## src/rtl/fp_add_seq.sv

```systemverilog
// rtl/fp_add_seq.sv - multi-cycle positive-operand single-precision adder (IDLE/ALIGN/ADD/NORM/DONE).
// Define FP_ADD_SEQ_ROUND_EN for round-to-nearest-even; otherwise the result is truncated.
module fp_add_seq (
  input  logic        clk,
  input  logic        rst,
  input  logic [31:0] dataA,
  input  logic [31:0] dataB,
  input  logic        in_valid,
  output logic        in_ready,
  output logic [31:0] dataR,
  output logic        out_valid,
  input  logic        out_ready,
  output logic        busy
);

  typedef enum logic [2:0] {S_IDLE, S_ALIGN, S_ADD, S_NORM, S_DONE} state_t;

  state_t      state_q, state_d;
  logic        armed_q, armed_d;
  logic [7:0]  exp_q, exp_d;
  logic [23:0] mant_big_q, mant_big_d;
  logic [23:0] mant_small_q, mant_small_d;
  logic [24:0] sum_q, sum_d;
  logic [4:0]  cnt_q, cnt_d;
  logic [31:0] res_q, res_d;
`ifdef FP_ADD_SEQ_ROUND_EN
  logic        grd_q, grd_d;
  logic        rnd_q, rnd_d;
  logic        stk_q, stk_d;
  logic        norm_g, norm_r, norm_s, round_up;
  logic [24:0] rounded;
`endif

  logic [7:0]  exp_a, exp_b, diff;
  logic [23:0] man_a, man_b;
  logic        a_ge, a_zero, b_zero, any_inf;
  logic [8:0]  norm_exp;
  logic [23:0] norm_mant;
  logic [31:0] norm_res;
  logic        unused_bits;

  assign exp_a   = dataA[30:23];
  assign exp_b   = dataB[30:23];
  assign man_a   = {1'b1, dataA[22:0]};
  assign man_b   = {1'b1, dataB[22:0]};
  assign a_ge    = (exp_a >= exp_b);
  assign diff    = a_ge ? (exp_a - exp_b) : (exp_b - exp_a);
  assign a_zero  = (exp_a == 8'd0);
  assign b_zero  = (exp_b == 8'd0);
  assign any_inf = (exp_a == 8'hFF) || (exp_b == 8'hFF);

  assign in_ready    = (state_q == S_IDLE) && armed_q;
  assign busy        = (state_q != S_IDLE);
  assign out_valid   = (state_q == S_DONE);
  assign dataR       = res_q;
  assign unused_bits = ^{dataA[31], dataB[31], norm_mant[23]};

  // Normalisation: positive operands with hidden 1s can only carry out, never need a left shift.
  always_comb begin
    norm_exp  = {1'b0, exp_q};
    norm_mant = sum_q[23:0];
    if (sum_q[24]) begin
      norm_mant = sum_q[24:1];
      norm_exp  = norm_exp + 9'd1;
    end
`ifdef FP_ADD_SEQ_ROUND_EN
    norm_g   = sum_q[24] ? sum_q[0] : grd_q;
    norm_r   = sum_q[24] ? grd_q : rnd_q;
    norm_s   = sum_q[24] ? (rnd_q | stk_q) : stk_q;
    round_up = norm_g & (norm_r | norm_s | norm_mant[0]);
    rounded  = {1'b0, norm_mant} + {24'd0, round_up};
    if (rounded[24]) begin
      norm_mant = rounded[24:1];
      norm_exp  = norm_exp + 9'd1;
    end else begin
      norm_mant = rounded[23:0];
    end
`endif
    norm_res = (norm_exp >= 9'd255) ? 32'h7F80_0000
                                    : {1'b0, norm_exp[7:0], norm_mant[22:0]};
  end

  always_comb begin
    state_d      = state_q;
    armed_d      = 1'b1;
    exp_d        = exp_q;
    mant_big_d   = mant_big_q;
    mant_small_d = mant_small_q;
    sum_d        = sum_q;
    cnt_d        = cnt_q;
    res_d        = res_q;
`ifdef FP_ADD_SEQ_ROUND_EN
    grd_d        = grd_q;
    rnd_d        = rnd_q;
    stk_d        = stk_q;
`endif
    case (state_q)
      S_IDLE: begin
        if (in_valid && armed_q) begin
          if (any_inf) begin
            res_d   = 32'h7F80_0000;
            state_d = S_DONE;
          end else if (a_zero) begin
            res_d   = {1'b0, dataB[30:0]};
            state_d = S_DONE;
          end else if (b_zero) begin
            res_d   = {1'b0, dataA[30:0]};
            state_d = S_DONE;
          end else if (diff >= 8'd25) begin
            res_d   = a_ge ? {1'b0, dataA[30:0]} : {1'b0, dataB[30:0]};
            state_d = S_DONE;
          end else begin
            exp_d        = a_ge ? exp_a : exp_b;
            mant_big_d   = a_ge ? man_a : man_b;
            mant_small_d = a_ge ? man_b : man_a;
            cnt_d        = diff[4:0];
`ifdef FP_ADD_SEQ_ROUND_EN
            grd_d        = 1'b0;
            rnd_d        = 1'b0;
            stk_d        = 1'b0;
`endif
            state_d      = (diff == 8'd0) ? S_ADD : S_ALIGN;
          end
        end
      end
      S_ALIGN: begin
        mant_small_d = mant_small_q >> 1;
        cnt_d        = cnt_q - 5'd1;
`ifdef FP_ADD_SEQ_ROUND_EN
        grd_d        = mant_small_q[0];
        rnd_d        = grd_q;
        stk_d        = stk_q | rnd_q;
`endif
        if (cnt_q == 5'd1) state_d = S_ADD;
      end
      S_ADD: begin
        sum_d   = {1'b0, mant_big_q} + {1'b0, mant_small_q};
        state_d = S_NORM;
      end
      S_NORM: begin
        res_d   = norm_res;
        state_d = S_DONE;
      end
      S_DONE: begin
        if (out_ready) state_d = S_IDLE;
      end
      default: state_d = S_IDLE;
    endcase
  end

  always_ff @(posedge clk or posedge rst) begin
    if (rst) begin
      state_q      <= S_IDLE;
      armed_q      <= 1'b0;
      exp_q        <= 8'd0;
      mant_big_q   <= 24'd0;
      mant_small_q <= 24'd0;
      sum_q        <= 25'd0;
      cnt_q        <= 5'd0;
      res_q        <= 32'd0;
`ifdef FP_ADD_SEQ_ROUND_EN
      grd_q        <= 1'b0;
      rnd_q        <= 1'b0;
      stk_q        <= 1'b0;
`endif
    end else begin
      state_q      <= state_d;
      armed_q      <= armed_d;
      exp_q        <= exp_d;
      mant_big_q   <= mant_big_d;
      mant_small_q <= mant_small_d;
      sum_q        <= sum_d;
      cnt_q        <= cnt_d;
      res_q        <= res_d;
`ifdef FP_ADD_SEQ_ROUND_EN
      grd_q        <= grd_d;
      rnd_q        <= rnd_d;
      stk_q        <= stk_d;
`endif
    end
  end

endmodule

```

## config.mk

```make
export PLATFORM = sky130hd
export DESIGN_NAME = fp_add_seq
export DESIGN_NICKNAME = d
export VERILOG_FILES = /design/src/rtl/fp_add_seq.sv
export SDC_FILE = /design/constraint.sdc
export NUM_CORES = 1
export LEC_CHECK = 0
export ABC_AREA = 1
export BUFFER_PORTS_ARGS = -buffer_cell sky130_fd_sc_hd__buf_2
export CAP_MARGIN = 25
export CORE_MARGIN = 1
export CORE_UTILIZATION = 35
export DETAILED_ROUTE_END_ITERATION = 7
export HOLD_SLACK_MARGIN = 0.08
export PLACE_DENSITY = 0.65
export SYNTH_ARGS = -nofsm -noshare
export SYNTH_HDL_FRONTEND = slang
export SYNTH_SLANG_ARGS = --single-unit
export TNS_END_PERCENT = 10
```

## constraint.sdc

```tcl
create_clock -name clk -period 3.09 [get_ports clk]
set_input_delay 0.1545 -clock clk [delete_from_list [all_inputs] [get_ports clk]]
set_output_delay 0.1545 -clock clk [all_outputs]
set_load 0.02 [all_outputs]
```

# Word-level counts from Yosys, hierarchy flattened
# Index checks and enable logic that the tools add are counted.
word_totals:
  inputBits: 68
  register_bits: 122
  out_inout_bits: 35
  wordCells: 84
classes:
  addsub: 5
  n_reduce_logical: 14
  magnitude_cmp: 3
  n_eq_ne: 15
  mux: 35
  bitwise_logic: 4
ops:
  columns: ["cell", "n"]
  rows:
  - ["32-bit two-way mux", 5]
  - ["24-bit two-way mux", 5]
  - ["23-bit two-way mux", 3]
  - ["32-bit one-hot mux with 2 select lines", 1]
  - ["31-bit two-way mux", 2]
  - ["24-bit one-hot mux with 2 select lines", 1]
  - ["24-bit by 24-bit adder with 25-bit output", 1]
  - ["5-bit two-way mux", 5]
  - ["8-bit logical NOT", 3]
  - ["3-bit two-way mux", 7]
  - ["8-bit equality test (second input constant)", 2]
  - ["8-bit two-way mux", 2]
  - ["8-bit subtractor", 2]
  - ["3-bit one-hot mux with 5 select lines", 1]
  - ["6-bit AND reduction", 2]
  - ["2-bit inequality test (second input constant)", 5]
  - ["5-bit one-hot mux with 2 select lines", 1]
  - ["8-bit by 1-bit adder with 9-bit output (second input constant)", 1]
  - ["9-bit by 8-bit >= comparator with 1-bit output (second input constant)", 1]
  - ["9-bit two-way mux", 1]
  - ["8-bit by 5-bit >= comparator with 1-bit output (second input constant)", 1]
  - ["8-bit >= comparator", 1]
  - ["3-bit by 2-bit equality test with 1-bit output (second input constant)", 2]
  - ["3-bit AND reduction", 2]
  - ["other kinds (13)", 19]

# Longest topological paths before layout
# Gate-level depths: netlist (run 1).
logic_depth:
  depth_word: 10
  ltp_mapped: 21
  mapped_depth_nobuf: 19

# Least setup slack after synthesis (run 1)
# Ideal clock, no wire load.
synth_timing:
  path_kind: "input port to flip-flop"
  start: "input port dataA[23]"
  end: "register res_q[12] (netlist: dataR[12])"
  path_buffers: 1
  t_arrival_ns: 2.169
  setup_slack_ns: 0.804
  setup_ns: 0.117
  path_stages: 20
  t_required_ns: 2.973
  path_cell_list: "inv_1 -> ha_1 -> fa_1 -> inv_1 -> nand3_1 -> nand2_1 -> nand2_1 -> nand3_4 -> nand2_1 -> nor2_1 -> nand2_1 -> nand2_1 -> nand2_1 -> nor2_4 -> inv_2 -> nand2_4 -> nand2_4 -> buf_6 -> nand2_1 -> nand2_1"
synth_between:
  elab_chain_len: 8
  word_cells_on_any_way: 17
  classes_between: "add/sub (2); order compare (2); eq/ne (2); mux (8); reduce/logical (3)"
synth_lines:
  columns: ["item", "line_no", "source"]
  rows:
  - ["start: declaration", "6", "input logic [31:0] dataA,"]
  - ["branches (longest 8 deep; another with 8-bit subtractor)", null, null]
  - ["end signal: assignment", "174", "res_q <= res_d;"]
  - ["end: declaration", "25", "logic [31:0] res_q, res_d;"]
# Parallel ways; which one is timed is not known. The select of a mux whose other input is x is not followed.
# A chain may end at the register's enable or synchronous reset.

# Worst setup path in the final report (run 1)
layout_timing:
  start: "input port dataA[23]"
  end: "register res_q[6] (netlist: dataR[6])"
# Same word-level chain as after synthesis.

==> metrics.txt, run 1 <==
outcome=complete, but fails checks; violated checks=design-rule violations; static leakage=0.00555 uW; register area share after synthesis=between 30 and 40%; top cells by count, synth=498 x nand2_1, 190 x o21ai_0, 137 x inv_1; Clock Skew=approximately 10 ps; CTS Buf Count=17; R2R Setup Slk=~730 ps; antenna violations before repair=4; Largest stage delay, worst path=~410 ps; Max Transition Viols Final=0; # resized after CTS=0; #FFs+latches synth=121; post-synthesis cell type count=between 40 and 50; final instance area=between 10000 and 15000 um^2; CP arrival=2810 ps; fin crit share=80.9%; total negative slack=0 ps; main flop type after synthesis=dfrtp_1; total grt overflow=0; WL per Instance=about 16 um; Tot GR Track Use=a little over a fifth; Max Cap Viol=0; initial drt markers=between 700 and 800; clock root buffer=clkbuf_16; pwr dens=between 900 and 1000 nW/um^2; n_diodes=0; Layout Nets=~1600; post-route antenna net violation count=0; post-synthesis cell area=between 9000 and 10000 um^2; Final Hold Fails=0; Routability Congestion=0.896; IO Port Bufs=99; maximum vdd drop=385 uV; Top delay family on crit path=buffers and inverters; worst endpoint required time=approximately 3400 ps; Synth area leader=dfrtp_1; clk_lat worst skew=roughly 420 ps; Hold Buf Count CTS=1; first-pass GRT wire length=approximately 48 mm; Horiz. Die Dim=between 150 and 200 um; Clock transition at path regs=approximately 60 ps; CTS tree=built; Clock Sink Count=121; crit path buf inv count=6; Synthesized Nets=~1600; via count=9636; number of remaining DRC errors=7; CTS Buffer Depth=2; layout cells sized above 1=approximately 12%; Worst Tran Pin Value=around 800 ps; worst hold path class=in2reg; Post-Place Cell Area=10300 um^2; Post-synth EDFFs=0; post-CTS setup buffers=0; critical-path cell list=buf_2 > inv_1 > ha_1 > fa_1 > inv_1 > nand3_1 > nand2_1 > nand2_1 > nand3_4 > buf_4 > inv_2 > buf_4 > o21ai_0 > o21ai_0 > o211ai_1 > nand2_1 > nand2_1 > nand2_1; H-tree depth=4; CP Class=in2reg; die area=27600 um^2; top cells by area, synth=dfrtp_1 32%, nand2_1 20%, o21ai_0 10%; fmax=approximately 400 MHz; largest net degree at the start of global routing=71; Routed WL=just under 30 mm; post-synthesis instance total=1449; area fraction of the dominant cell type after synthesis=about a third; core area=between 20000 and 30000 um^2; Max-slew headroom=46.5%; DP HPWL=about 22 mm; Crit Path Max Fanout=14; critical path startpoint category=primary input; min Tclk post-route=about 2500 ps; most common cell in the synthesized netlist=nand2_1; Starting Density=between 30 and 40%; crit path capture type=flip-flop; Yosys Warn Count=0; unrepaired setup endpoints after global routing=no; most used cell, CP=nand2_1; syn_area_per_cell=approximately 6.5 um^2; Layout area overhead=15.1%; Die Y=between 150 and 200 um; vias in the first global route=between 9000 and 10000; num rows=between 50 and 60; slowest library cell on the worst path=fa_1; Top Ports=around 100; Vias/cell=about 5.2; # setup viols final=0; fraction of registers with async set/reset=between 90% and 100%; TritonRoute pass-1 iters=8
==> worst paths after layout <==
path                           startpoint               end  cells past startpoint
max in group asynchronous             rst  mant_small_q[16]                      4
max                             dataA[23]          dataR[6]                     18
min in group asynchronous             rst          dataR[9]                      3
min                             out_ready        state_q[2]                      4
max reg2reg                      exp_q[0]         dataR[26]                     11
min reg2reg                mant_big_q[23]    mant_big_q[23]                      1
==> through the flow <==
stage / setup slack, ps / hold WS [ps] / power, uW / std cells / util [%]
floorplan: 804 / 344 / 6390 / 1449 / -
global placement: 208 / 343 / 7690 / 1840 / 39.0
detailed placement: 136 / 336 / 7760 / 1840 / 39.0
CTS: 571 / 91.9 / 9850 / 1871 / 41.3
global route: 254 / 133 / 10700 / 1871 / 41.3
finish: 591 / 105 / 9840 / 1871 / 41.3
==> routing by layer <==
metal	track usage, %	vias up	share of wire, %
met5	0	-	0.13
met3	5.08	37	8.3
met2	31.6	339	42
met1	31.1	4381	48
li1	-	4871	-
met4	6.50	8	1.8
==> cells in the final DEF (no fill, tap or decap), types with 3 or more instances in the layout <==
cell type	instances
nand2_1	498
o21ai_0	190
inv_1	136
nand3_1	123
dfrtp_1	121
buf_2	99
a21oi_1	65
nor2_1	65
ha_1	42
buf_4	20
o21ai_1	17
clkbuf_16	17
or2_2	15
nand4_1	14
a31oi_1	11
xor2_1	10
nor3_1	10
o211ai_1	6
xnor2_1	5
buf_12	5
nor4_1	4
o22ai_1	4
o21bai_1	4
inv_2	3
nor2_2	3
clkinv_1	3
nand2_4	3
nand3b_1	3
clkinvlp_4	3
a21o_1	3
fa_1	3
clkbuf_8	3
bufinv_16	3
clkinv_2	3
==> flip-flops by register name, summed over array words and instances, names as in the netlist <==
| signal | cells |
|---|---|
| armed_q | 1 |
| cnt_q | 5 |
| dataR | 31 |
| exp_q | 8 |
| mant_big_q | 24 |
| mant_small_q | 24 |
| state_q | 3 |
| sum_q | 25 |
==> cell families (layout without fill, tap and decap cells) <==
family	count (synthesis)	count (layout)	share of synthesized area (%)
simple gates	748	748	33.5
xor+xnor	15	15	1.39
other cells	2	2	0.0796
buf+inv	212	299	9.59
compound gates	306	306	17.1
flops	121	121	32.1
fa+ha+maj	45	45	6.21
==> power breakdown <==
part           switching, uW  leakage (uW)  internal (uW)
Clock                    713      0.000288           1320
Combinational           3200       0.00376           1750
Sequential               531       0.00150           2330
Total                   4450       0.00555           5400
==> layout make-up <==
| class | instances | area, um^2 |
|---|---|---|
| Sequential cell | 121 | 3030 |
| Timing Repair Buffer | 125 | 756 |
| Fill cell | 2786 | 15400 |
| Tap cell | 335 | 419 |
| Clock buffer | 22 | 474 |
| Clock inverter | 8 | 120 |
| Multi-Input combinational cell | 1116 | 5520 |
| Inverter | 144 | 547 |
==> worst reg2reg max path: stages (launching register included) <==
cell      delay, ps
dfrtp_1         430
ha_1            200
nand3_1         160
nor3_1          280
xor2_1          200
nand3b_1        140
buf_4           260
nand2_1         180
nor2_1          160
a21oi_1          90
nand2_1         100
nand2_1          50
No activity file was read; power rests on OpenSTA's default activity.
==> run 2: changes to the inputs <==
==> constraint.sdc (replaced) <==
create_clock -name clk -period 2.1 [get_ports clk]
set_input_delay 0.105 -clock clk [delete_from_list [all_inputs] [get_ports clk]]
set_output_delay 0.105 -clock clk [all_outputs]
set_load 0.02 [all_outputs]
==> run 2 against run 1 <==
Compared with the run above: the run ends with design-rule violations, negative setup slack left; non-clock buffer count increased by 191; clock power rose by 63%; count of clock-buffer cells in the layout decreased by 5; global-route usage is 1.5 points higher; worst setup slack lost 610 ps; routed wire length increased by 16%; first-iteration DRC count increased by 38%; clock skew is essentially flat; total power rose by 79%; die area unchanged; combinational power rose by 100%.
==> metrics.txt, run 2 (synthesis gave the netlist of run 1 again) <==
outcome=complete, but fails checks; violated checks=design-rule violations, negative setup slack; worst hold path class=in2reg; CTS Buf Count=17 (unchanged); Layout Cells excl Fill=2068 (+11%); Max-slew headroom=55.5% (+9.0 points); TritonRoute pass-1 iters=8 (unchanged); Crit Path Max Fanout=5 (-9); clock root buffer=clkbuf_16; dpl ws=-563 ps (-699 ps); # setup viols final=4 (+4); core area=26300 um^2 (unchanged); Routability Congestion=0.970 (+8.3%); number of remaining DRC errors=7 (unchanged); reg-to-reg startpoint=exp_q[0]; Clock Sink Count=121 (unchanged); critical hold path startpoint=dataB[20]; num rows=59 (unchanged); Die Y=166 um (unchanged); fin crit share=101%; Clock power frac=18.8% (-1.8 points); worst setup margin=-17.3 ps (-608 ps); Tot GR Track Use=23.1% (+1.5 points); Final Hold Fails=0 (unchanged); post-route antenna net violation count=0 (unchanged); most used cell, CP=buf_6; die area=27600 um^2 (unchanged); Clock transition at path regs=60 ps (about the same); fmax=roughly 470 MHz; Largest stage delay, worst path=440 ps (+30 ps); sequential share of power=24.7% (-4.3 points); FF-to-FF End=dataR[12]; register area=3030 um^2 (+0.12%); initial drt markers=1091 (+38%); IO Port Bufs=99 (unchanged); CTS Buffer Depth=2 (unchanged); Fillers=2593 (-6.9%); Worst Tran Pin Value=667 ps (-134 ps); Clock Skew=10.4 ps (+0.397 ps); Net Sw Frac=43.9% (-1.3 points); H-tree depth=4 (unchanged); crit path capture type=flip-flop; Tot Pwr=17600 uW (+79%); Horiz. Die Dim=166 um (unchanged); Switch Pwr=7730 uW (+74%); largest net degree at the start of global routing=122 (+72%); antenna violations before repair=1 (-3); first-pass GRT wire length=50.8 mm (+6.8%); via count=10700 (+11%); hold path cells=5 (+1); multi-input logic area=6180 um^2 (+12%); Max Transition Viols Final=0 (unchanged); CP arrival=2440 ps (-370 ps); Max Cap Viol=0 (unchanged); placed cell count=2008 (+9.1%); layout cells sized above 1=28.7% (+16 points); Layout area overhead=41.2%; critical path startpoint category=flip-flop; Layout Nets=1833 (+12%); Top Ports=103 (unchanged); min Tclk post-route=around 2100 ps; vias in the first global route=9809 (+8.2%); R2R Setup Slk=-20 ps (-750 ps); static leakage=0.00669 uW (+20%); Largest register FFs=31 (unchanged); CP Class=reg2reg; DP HPWL=24.4 mm (+9.9%); Cell Int Power=9890 uW (+83%); most common cell after layout, fill and taps aside=nand2_1; CTS tree=built; worst hold endpoint=mant_big_q[20]; total grt overflow=0 (unchanged); unrepaired setup endpoints after global routing=yes; Vias/cell=5.18 (+0.52%); total negative slack=-31.9 ps (-31.9 ps); Routed WL=33.9 mm (+16%); pwr dens=1320 nW/um^2 (+46%); worst endpoint required time=2420 ps (-980 ps); clk_lat worst skew=430 ps (about the same); FF-to-FF path depth=13 (+2); n_diodes=0 (unchanged); critical-path cell list=ha_4 > nand2_2 > o21ai_2 > nand4_1 > nor3_2 > nand3b_1 > buf_6 > buf_6 > buf_6 > nand3_1 > o21ai_0 > nand2_1 > nand2_1; combinational fraction of design power=56.5% (+6.2 points); maximum vdd drop=636 uV (+65%); commonest cells after routing, fill and taps aside=485 x nand2_1, 187 x buf_4, 163 x o21ai_0; Starting Density=35.9% (unchanged); worst hold margin=96.6 ps (-8.80 ps); WL per Instance=16.4 um (+5.2%); slowest library cell on the worst path=dfrtp_2
run 2: how the worst max path moves through the flow:
| stage | slack [ps] | depth (start not counted) | from | end |
|---|---|---|---|---|
| finish | -20 | 13 | exp_q[0] | dataR[12] |
| global route | -110 | 13 | exp_q[1] | dataR[13] |
| CTS | -20 | 9 | mant_big_q[2] | sum_q[9] |
| detailed placement | -560 | 18 | dataA[23] | dataR[1] |
| global placement | -520 | 18 | dataA[23] | dataR[1] |
| floorplan | -140 | 20 | dataA[23] | dataR[12] |
run 2: through the flow:
step                      instance area, um^2  utilization, %
final                                   13300            50.7
after global routing                    13300            50.7
after CTS                               12400            47.1
after detailed placement                11600            44.2
after global placement                  11600            44.2
after floorplan                          9440               -
run 2: repair_timing:
action,4_1_cts,5_1_grt
gates cloned,0,13
endpoints found under the hold margin,123,0
buffers inserted,0,12
endpoints found under the setup margin,82,110
gates resized for setup,27,140
hold buffers,3,0
pin swaps,0,52
run 2: layout make-up:
class / instances / share of cell area, %
Inverter: 144 / 4.14
Multi-Input combinational cell: 1120 / 46.4
Clock inverter: 15 / 1.77
Tap cell: 335 / 3.15
Timing Repair Buffer: 316 / 18.6
Clock buffer: 17 / 3.19
Sequential cell: 121 / 22.8
run 2: per-layer routing:
| metal | GRT usage [%] | routed length (um) | up-vias |
|---|---|---|---|
| li1 | - | - | 5284 |
| met1 | 33.4 | 15900 | 4974 |
| met2 | 33.8 | 14600 | 401 |
| met3 | 5.10 | 2770 | 47 |
| met4 | 7.60 | 654 | 0 |
| met5 | 0 | 0 | - |
run 2: worst max-delay path: cells and delay by family (launching register included):
kind,cells,cell delay (ps)
DFF,1,440
AOI/OAI and AO/OA,2,160
and+or+nand+nor,7,700
adders and majority gates,1,280
buffers and inverters,3,410
run 2: power by group through the flow:
| stage | clock network (uW) | registers, uW | logic (uW) |
|---|---|---|---|
| floorplan | 0 | 4340 | 5070 |
| global placement | 0 | 4180 | 8560 |
| detailed placement | 0 | 4210 | 8660 |
| CTS | 3350 | 4210 | 8870 |
| global route | 3450 | 4480 | 11000 |
| finish | 3300 | 4360 | 9960 |
